<file path="config.mk">
export PLATFORM = sky130hd
export DESIGN_NAME = uart_tx
export DESIGN_NICKNAME = d
export VERILOG_FILES = /design/src/rtl/uart_pkg.sv /design/src/rtl/uart_tx.sv
export SDC_FILE = /design/constraint.sdc
export NUM_CORES = 1
export LEC_CHECK = 0
export CORE_UTILIZATION = 57
export CTS_CLUSTER_DIAMETER = 50
export CTS_CLUSTER_SIZE = 8
export DETAILED_ROUTE_END_ITERATION = 10
export GPL_TIMING_DRIVEN = 0
export PLACE_DENSITY_LB_ADDON = 0.12
export SLEW_MARGIN = 5
export SYNTH_ARGS = -nofsm -noshare
export SYNTH_HDL_FRONTEND = slang
export SYNTH_SLANG_ARGS = --single-unit
</file>
<file path="constraint.sdc">
create_clock -name clk_i -period 2.3 [get_ports clk_i]
set_input_delay 0.345 -clock clk_i [delete_from_list [all_inputs] [get_ports clk_i]]
set_output_delay 0.345 -clock clk_i [all_outputs]
set_load 0.05 [all_outputs]
</file>
<file path="src/rtl/uart_pkg.sv">
// Shared UART definitions: frame FSM states, default frame geometry and
// counter widths used by both the transmitter and the future receiver.
package uart_pkg;

    localparam int UART_OSR       = 16;
    localparam int UART_DATA_BITS = 8;

    localparam int TICK_W = $clog2(UART_OSR);
    localparam int BIT_W  = $clog2(UART_DATA_BITS);

    typedef enum logic [1:0] {
        IDLE,
        START,
        DATA,
        STOP
    } uart_state_e;

endpackage

</file>
<file path="src/rtl/uart_tx.sv">
// 8N1 serial transmitter paced by an external 16x baud strobe.
// One byte in flight; writes while busy are dropped.
module uart_tx
    import uart_pkg::*;
#(
    parameter int OSR       = UART_OSR,
    parameter int DATA_BITS = UART_DATA_BITS
) (
    input  logic                 clk_i,
    input  logic                 rst_i,
    input  logic                 brg_stb_i,
    input  logic                 we_i,
    input  logic [DATA_BITS-1:0] din_i,
    output logic                 dout_o,
    output logic                 busy_o
);

    localparam int TW = $clog2(OSR);
    localparam int BW = $clog2(DATA_BITS);
    localparam logic [TW-1:0] TICK_LAST = TW'(OSR - 1);
    localparam logic [BW-1:0] BIT_LAST  = BW'(DATA_BITS - 1);

    uart_state_e          state, state_n;
    logic [TW-1:0]        tick, tick_n;
    logic [BW-1:0]        bit_cnt, bit_cnt_n;
    logic [DATA_BITS-1:0] shreg, shreg_n;
    logic                 dout_n, busy_n;
    logic                 tick_done;

    assign tick_done = brg_stb_i && (tick == TICK_LAST);

    always_ff @(posedge clk_i) begin
        if (rst_i) begin
            state   <= IDLE;
            tick    <= '0;
            bit_cnt <= '0;
            shreg   <= '0;
            dout_o  <= 1'b1;
            busy_o  <= 1'b0;
        end else begin
            state   <= state_n;
            tick    <= tick_n;
            bit_cnt <= bit_cnt_n;
            shreg   <= shreg_n;
            dout_o  <= dout_n;
            busy_o  <= busy_n;
        end
    end

    // Outputs are computed for the state being entered, so the registered
    // line and busy flag change on the same edge as the state.
    always_comb begin
        state_n   = state;
        tick_n    = tick;
        bit_cnt_n = bit_cnt;
        shreg_n   = shreg;
        dout_n    = 1'b1;
        busy_n    = 1'b0;

        if (state != IDLE && brg_stb_i) begin
            tick_n = tick_done ? '0 : tick + 1'b1;
        end

        unique case (state)
            IDLE: begin
                if (we_i) begin
                    shreg_n   = din_i;
                    tick_n    = '0;
                    bit_cnt_n = '0;
                    state_n   = START;
                    dout_n    = 1'b0;
                    busy_n    = 1'b1;
                end
            end
            START: begin
                busy_n = 1'b1;
                dout_n = 1'b0;
                if (tick_done) begin
                    state_n = DATA;
                    dout_n  = shreg[0];
                end
            end
            DATA: begin
                busy_n = 1'b1;
                dout_n = shreg[0];
                if (tick_done) begin
                    shreg_n = shreg >> 1;
                    if (bit_cnt == BIT_LAST) begin
                        state_n = STOP;
                        dout_n  = 1'b1;
                    end else begin
                        bit_cnt_n = bit_cnt + 1'b1;
                        dout_n    = shreg_n[0];
                    end
                end
            end
            STOP: begin
                busy_n = 1'b1;
                if (tick_done) begin
                    state_n = IDLE;
                    busy_n  = 1'b0;
                end
            end
            default: begin
                state_n = IDLE;
            end
        endcase
    end

endmodule

</file>
==> qor.yml, run 1 <==
grt:
  track_usage: 0.261
  grt_pass1_vias: 908
  grt_overflow: 0
  antenna_found_initial: 0
  grt_pass1_wl_mm: 3.80
  grt_max_degree: 12
floorplanning:
  core_um2: 1750
  die_area_um2: 2070
  initial_core_util: 0.619
  die_h_um: 45.6
  die_w_um: 45.6
  num_io_pins: 14
  rows: 15
timing:
  fin_crit_ps: 1780
  rsz0062_at_grt: "false"
  whs_ps: 338
  post-route-period-util: 0.773
  maxSlewViolCount: 0
  setup_violations: 0
  relSlewSlack: 0.649
  finalSetupTns_ps: 0
  finalHoldViolations: 0
  max_freq_mhz: 562
  fin_skew_ps: 2.01
  tightestPinTransition_ps: 527
yosys:
  ys_warn_count: 0
  netlist_area_um2: 1080
  synth_top_area_cell: "dfxtp_1"
  synth_top_area_frac: 0.352
  ys_seq_area_frac: 0.352
  syn_nets: 142
  ys_ff_latch: 19
  synth_area_per_cell_um2: 8.79
  synth-async-reset-ratio: 0
  synth-edff-count: 0
  synth_ff_type: "dfxtp_1"
  synthTopCellsByArea: "dfxtp_1, ha_1, nor2_1"
  synth_cell_type_count: 36
  syn_inst: 123
cts:
  clk_pin_slew_worst_paths_ps: 110
  clkLatencyLatePin_ps: 300
  cts_buffer_depth: 2
  cts_setup_buffers: 0
  cts_tree: "done"
  ctsResizeCount: 0
  htree_levels: 1
  cts_root_buffer: "clkbuf_4"
  cts_hold_buffers: 0
  cts_buffers: 3
  clock-sinks: 19
power_and_ir_drop:
  power_w: 0.00132
  peakVddDrop_mv: 0.629
  power.leakage_nw: 0.514
  power-per-cell-area_nw_per_um2: 1050
worst_hold_path:
  hold-path-endpoint: "tick[2]"
  hp-class: "in -> reg"
  min_from: "brg_stb_i"
  min_path_cells: 3
worst_setup_path:
  reg2reg_to: "shreg[2]"
  cp_num_cells: 6
  cp_top_family: "simple AND/OR/NAND/NOR gates"
  criticalPathCategory: "reg -> reg"
  required_ps: 2500
  crit_fanout: 10
  cp.buffers_inverters: 2
  slowest_stage: "dfxtp_1"
  r2r_slack_ps: 520
  rr_startpoint: "state[0]"
  cp.arrival_ps: 1980
  crit_path_end_kind: "register"
  reg2reg_depth: 6
  start_kind: "register"
  path_cells: "inv_1 -> ha_1 -> buf_4 -> nand3b_1 -> o21ai_0 -> nor3_1"
  critical-path-max-stage-delay_ps: 380
drt:
  drtAntennaViolNets: 0
  routedWlPerCell_um: 13.2
  routed_wl_mm: 2.16
  drc: 0
  drt_first_pass_iters: 4
  avgViaCountPerCell: 5.65
  route.vias.total: 926
  drtIter0Drc: 15
run:
  maxCapViolCount: 0
cells_and_area:
  nets: 159
  diodes: 0
  drive_gt1_frac: 0.144
  nFillCells: 147
  multi_input_area_um2: 646
  synthToLayoutAreaGrowth_pct: 16.6
  final_cell_area_um2: 1260
  ff_latch_area_um2: 380
  final_util: 0.722
placement:
  io_buffers: 12
  place_area_um2: 1230
  hpwl_mm: 1.60
  gp_congestion: 0.776
outcome:
  outcome: "completed"
==> cells in the mapped netlist, types with 2 or more instances <==
library cell	count
nand3b_1	4
inv_1	3
nor2_1	22
nor3_1	7
dfxtp_1	19
nor2b_1	3
nand2b_1	2
a21oi_1	12
nand3_1	5
buf_6	2
ha_1	7
buf_2	2
o21ai_0	7
nor4_2	2
nand2_1	5
==> power breakdown <==
| group | internal, W | switching [W] |
|---|---|---|
| registers | 0.000430 | 0.0000636 |
| logic | 0.000270 | 0.000381 |
| clock network | 0.0000649 | 0.000108 |
| total | 0.000764 | 0.000552 |
==> cell type report <==
cell class | count | share of cell area
plain buffers | 6 | 0.0348
clock buffers | 3 | 0.0179
clock inverters | 1 | 0.00397
inverters | 3 | 0.00894
multi-input cells | 95 | 0.512
flip-flops and latches | 19 | 0.302
well taps | 25 | 0.0248
repair buffers | 12 | 0.0953
==> per-stage QoR <==
stage | setup slack, ps | std cells
floorplan | 748 | 123
finish | 522 | 164
CTS | 517 | 164
global placement | 503 | 160
global route | 334 | 164
detailed placement | 449 | 160
==> worst register-to-register path, cell delays in order (launching register included) <==
cell	delay, ps
dfxtp_1	380
inv_1	90
ha_1	260
buf_4	200
nand3b_1	370
o21ai_0	300
nor3_1	70
==> cells in the final DEF, fill, tap and decap left out, types with 3 or more instances in the layout <==
master,count
nand3b_1,4
clkdlybuf4s50_1,12
dfxtp_1,19
nand3_1,5
nor2b_1,3
inv_1,3
clkbuf_4,3
ha_1,7
nand2_1,5
a21oi_1,12
nor2_1,22
nor3_1,7
o21ai_0,7
==> cells by family after synthesis <==
logic type / count (synthesis) / share of synthesized area
adder cells (fa/ha/maj): 7 / 0.0810
buffers and inverters: 9 / 0.0509
AO/OA/AOI/OAI: 30 / 0.189
multiplexers: 2 / 0.0197
AND/OR/NAND/NOR: 56 / 0.308
flip-flops: 19 / 0.352
==> how the worst max path moves through the flow <==
stage	from	end	slack, ps
5_1_grt	state[0]	shreg[3]	330
3_5_place_dp	we_i	bit_cnt[1]	450
4_1_cts	state[0]	shreg[2]	520
2_1_floorplan	tick[0]	dout_o	750
3_3_place_gp	we_i	bit_cnt[1]	500
6_report	state[0]	shreg[2]	520
==> state kept, by name, summed over array words and instances, names as in the netlist <==
register / flops
bit_cnt: 3
busy_o: 1
shreg: 8
dout_o: 1
tick: 4
state: 2
==> metal layers <==
layer	wire [µm]	GRT usage	part of all wire	vias up
met1	988	0.309	0.46	431
met5	0	0	0	-
met2	1090	0.409	0.50	11
li1	-	-	-	477
met3	42	0.0675	0.019	7
met4	40	0.176	0.019	0
Note: power is estimated with default switching activity, not from simulation.
==> run 2, diff against run 1 <==
--- a/config.mk
+++ b/config.mk
@@ -5,7 +5,7 @@
 export SDC_FILE = /design/constraint.sdc
 export NUM_CORES = 1
 export LEC_CHECK = 0
-export CORE_UTILIZATION = 57
+export CORE_UTILIZATION = 53
 export CTS_CLUSTER_DIAMETER = 50
 export CTS_CLUSTER_SIZE = 8
 export DETAILED_ROUTE_END_ITERATION = 10
==> constraint.sdc (replaced) <==
create_clock -name clk_i -period 1.85 [get_ports clk_i]
set_input_delay 0.2775 -clock clk_i [delete_from_list [all_inputs] [get_ports clk_i]]
set_output_delay 0.2775 -clock clk_i [all_outputs]
set_load 0.05 [all_outputs]
==> qor.yml, run 2 (synthesis results as in run 1) <==
timing:
  finalSetupTns_ps: 0
  max_freq_mhz: 580
  whs_ps: 263
  rsz0062_at_grt: "false"
  worst_slack_ps: 126
  maxSlewViolCount: 0
  finalHoldViolations: 0
  fin_crit_ps: 1720
  tightestPinTransition_ps: 529
  relSlewSlack: 0.647
  setup_violations: 0
  post-route-period-util: 0.932
  fin_skew_ps: 3.19
placement:
  hpwl_mm: 1.56
  place_ws_ps: 42.5
  gp_congestion: 0.876
  io_buffers: 12
  post-place-cells: 160
drt:
  routedWlPerCell_um: 13.1
  routed_wl_mm: 2.14
  avgViaCountPerCell: 5.70
  drtIter0Drc: 20
  route.vias.total: 934
  drc: 0
  drtAntennaViolNets: 0
  drt_first_pass_iters: 4
power_and_ir_drop:
  power-per-cell-area_nw_per_um2: 1280
  power.leakage_nw: 0.513
  peakVddDrop_mv: 0.799
cts:
  cts_buffer_depth: 2
  cts_root_buffer: "clkbuf_4"
  cts_hold_buffers: 0
  cts_buffers: 3
  cts_tree: "done"
  clk_pin_slew_worst_paths_ps: 110
  htree_levels: 1
  clock-sinks: 19
  clkLatencyLatePin_ps: 300
grt:
  antenna_found_initial: 0
  grt_pass1_wl_mm: 3.64
  grt_max_degree: 12
  track_usage: 0.236
  grt_overflow: 0
  grt_pass1_vias: 875
worst_hold_path:
  hp-class: "in -> reg"
worst_setup_path:
  r2r_slack_ps: 130
  required_ps: 2040
  crit_fanout: 10
  start_kind: "register"
  cp.arrival_ps: 1920
  criticalPathCategory: "reg -> reg"
  crit_path_end_kind: "register"
floorplanning:
  core_um2: 1820
  die_area_um2: 2220
  num_io_pins: 14
  die_w_um: 47.2
  rows: 15
  die_h_um: 47.2
  initial_core_util: 0.594
cells_and_area:
  synthToLayoutAreaGrowth_pct: 16.8
  top_register: "shreg"
  layout_common_cells: "nor2_1, dfxtp_1, a21oi_1, clkdlybuf4s50_1"
  drive_gt1_frac: 0.151
  nets: 159
  reg_top3: "shreg (8), tick (4), bit_cnt (3)"
  nFillCells: 164
  final_common_cell: "nor2_1"
  final_util: 0.693
  largest_reg_flops: 8
  diodes: 0
  fin_cells: 164
outcome:
  outcome: "completed"
run:
  maxCapViolCount: 0
-- run 2: cell counts in the layout (fill, tap and decap cells not counted) --
Identical to the previous run, type by type.
-- run 2: metal layers --
| metal | routed length [µm] | up-vias | GRT usage |
|---|---|---|---|
| met5 | 0 | - | 0 |
| met4 | 38 | 0 | 0.143 |
| met3 | 61 | 5 | 0.0462 |
| met2 | 1010 | 17 | 0.358 |
| met1 | 1030 | 438 | 0.309 |
| li1 | - | 474 | - |
-- run 2: path summary, 6_finish.rpt --
path             start  endpoint  cells after the start
max           state[0]  shreg[3]                      6
min          brg_stb_i   tick[2]                      3
max reg2reg   state[0]  shreg[3]                      6
min reg2reg   shreg[0]    dout_o                      2
-- run 2: stage by stage --
stage | power [W] | instance area (µm²)
after global placement | 0.00139 | 1230
after detailed placement | 0.00142 | 1230
final | 0.00162 | 1260
after global routing | 0.00174 | 1260
after floorplan | 0.00123 | 1080
after CTS | 0.00163 | 1260
-- run 2: power breakdown --
group	leakage, nW	total (W)	switching [W]	internal, W
Clock	0.0177	0.000208	0.000128	0.0000805
Combinational	0.339	0.000799	0.000462	0.000337
Sequential	0.156	0.000611	0.0000766	0.000534
-- run 2: repair_timing --
action | CTS | global route
resized for setup | 0 | 1
buffers inserted | 0 | 0
hold endpoints to repair | 0 | 0
endpoints found under the setup margin | 0 | 3
-- run 2: worst max-delay path, stage by stage, from the launching register on --
cell and delay (ps):
dfxtp_1 380, inv_1 90, ha_1 250, buf_4 190, nand3b_1 360, o21ai_0 270, nor3_1 70
-- run 2: final cells by class --
class,instances,area (µm²),area share
buffer,6,43.8,0.0347
clock buffer,3,22.5,0.0178
clock inverter,1,5.00,0.00396
inverter,3,11.3,0.00892
multi-input combinational,95,648,0.513
sequential,19,380,0.301
tap,25,31.3,0.0248
timing repair buffer,12,120,0.0951
==> run 3, diff against run 2 <==
--- a/config.mk
+++ b/config.mk
@@ -5,7 +5,8 @@
 export SDC_FILE = /design/constraint.sdc
 export NUM_CORES = 1
 export LEC_CHECK = 0
-export CORE_UTILIZATION = 53
+export CORE_MARGIN = 1.5
+export CORE_UTILIZATION = 57
 export CTS_CLUSTER_DIAMETER = 50
 export CTS_CLUSTER_SIZE = 8
 export DETAILED_ROUTE_END_ITERATION = 10
==> constraint.sdc (replaced) <==
create_clock -name clk_i -period 2.1 [get_ports clk_i]
set_input_delay 0.315 -clock clk_i [delete_from_list [all_inputs] [get_ports clk_i]]
set_output_delay 0.315 -clock clk_i [all_outputs]
set_load 0.05 [all_outputs]
==> qor.yml, run 3 (synthesis results as in run 1) <==
outcome:
  outcome: "completed"
cts:
  clk_pin_slew_worst_paths_ps: 100
  htree_levels: 1
  cts_buffers: 3
  cts_tree: "done"
  cts_root_buffer: "clkbuf_4"
  cts_setup_buffers: 0
  clock-sinks: 19
  cts_buffer_depth: 2
  clkLatencyLatePin_ps: 300
  cts_hold_buffers: 0
  ctsResizeCount: 0
timing:
  rsz0062_at_grt: "false"
  finalSetupTns_ps: 0
  post-route-period-util: 0.819
  fin_skew_ps: 3.62
  maxSlewViolCount: 0
  setup_violations: 0
  max_freq_mhz: 581
  fin_crit_ps: 1720
  finalHoldViolations: 0
  relSlewSlack: 0.668
  tightestPinTransition_ps: 497
cells_and_area:
  fin_cells: 164
  diodes: 0
  top_register: "shreg"
  final_common_cell: "nor2_1"
  drive_gt1_frac: 0.144
  final_util: 0.722
  nets: 159
  largest_reg_flops: 8
  layout_common_cells: "nor2_1, dfxtp_1, a21oi_1, clkdlybuf4s50_1"
  synthToLayoutAreaGrowth_pct: 16.6
  reg_top3: "shreg (8), tick (4), bit_cnt (3)"
worst_setup_path:
  cp.arrival_ps: 1410
  path_cells: "clkdlybuf4s50_1"
  cp_top_family: "buffers and inverters"
  start_kind: "register"
  cp.buffers_inverters: 1
  slowest_stage: "clkdlybuf4s50_1"
  required_ps: 1780
  critical-path-max-stage-delay_ps: 790
  criticalPathCategory: "reg -> out"
  crit_path_end_kind: "output pin"
  crit_fanout: 1
placement:
  hpwl_mm: 1.50
  post-place-cells: 160
  io_buffers: 12
  gp_congestion: 0.771
drt:
  drt_first_pass_iters: 4
  drtAntennaViolNets: 0
  routedWlPerCell_um: 12.1
  routed_wl_mm: 1.98
  avgViaCountPerCell: 5.74
  route.vias.total: 941
  drtIter0Drc: 19
  drc: 0
power_and_ir_drop:
  power-per-cell-area_nw_per_um2: 1130
  power_w: 0.00142
  peakVddDrop_mv: 0.811
  power.leakage_nw: 0.514
floorplanning:
  die_w_um: 46.6
  rows: 15
  die_h_um: 46.6
  initial_core_util: 0.619
  die_area_um2: 2170
  core_um2: 1750
  num_io_pins: 14
worst_hold_path:
  hp-class: "in -> reg"
grt:
  antenna_found_initial: 0
  grt_max_degree: 12
  grt_overflow: 0
  grt_pass1_vias: 807
  grt_pass1_wl_mm: 3.48
  track_usage: 0.226
run:
  maxCapViolCount: 0
run 3: changes by cell type in the layout (fill, tap and decap cells not counted):
cell  before  now
ha_1       6    7
ha_2       1    0
run 3: routing by layer:
layer	up-vias	share of wire	GRT usage
met3	5	0.050	0.0627
met4	0	0.0096	0.0571
met1	441	0.48	0.303
li1	476	-	-
met2	19	0.46	0.356
met5	-	0	0
run 3: path summary, 6_finish.rpt:
check | endpoint | cells past startpoint | start | slack (ps)
setup / recovery | dout_o | 1 | dout_o | 380
hold / removal | tick[2] | 3 | brg_stb_i | 320
setup reg to reg | bit_cnt[1] | 7 | state[1] | 390
hold reg to reg | dout_o | 2 | shreg[0] | 490
run 3: through the flow:
stage                     setup WS, ps  instance area [µm²]  hold WS, ps
final                              379                 1260          324
after global routing               167                 1260          332
after CTS                          348                 1260          326
after detailed placement           294                 1230          463
after global placement             334                 1230          466
after floorplan                    548                 1080          415
run 3: where the power goes:
part / internal (W) / switching, W / total, W / leakage [nW]
sequential: 0.000470 / 0.0000630 / 0.000533 / 0.156
clock: 0.0000711 / 0.000113 / 0.000185 / 0.0177
combinational: 0.000295 / 0.000408 / 0.000703 / 0.340
run 3: cell type report:
cell class,instances,area (µm²)
multi-input combinational,95,646
fill,148,485
inverter,3,11.3
tap,25,31.3
clock inverter,1,5.00
timing repair buffer,12,120
clock buffer,3,22.5
sequential,19,380
buffer,6,43.8
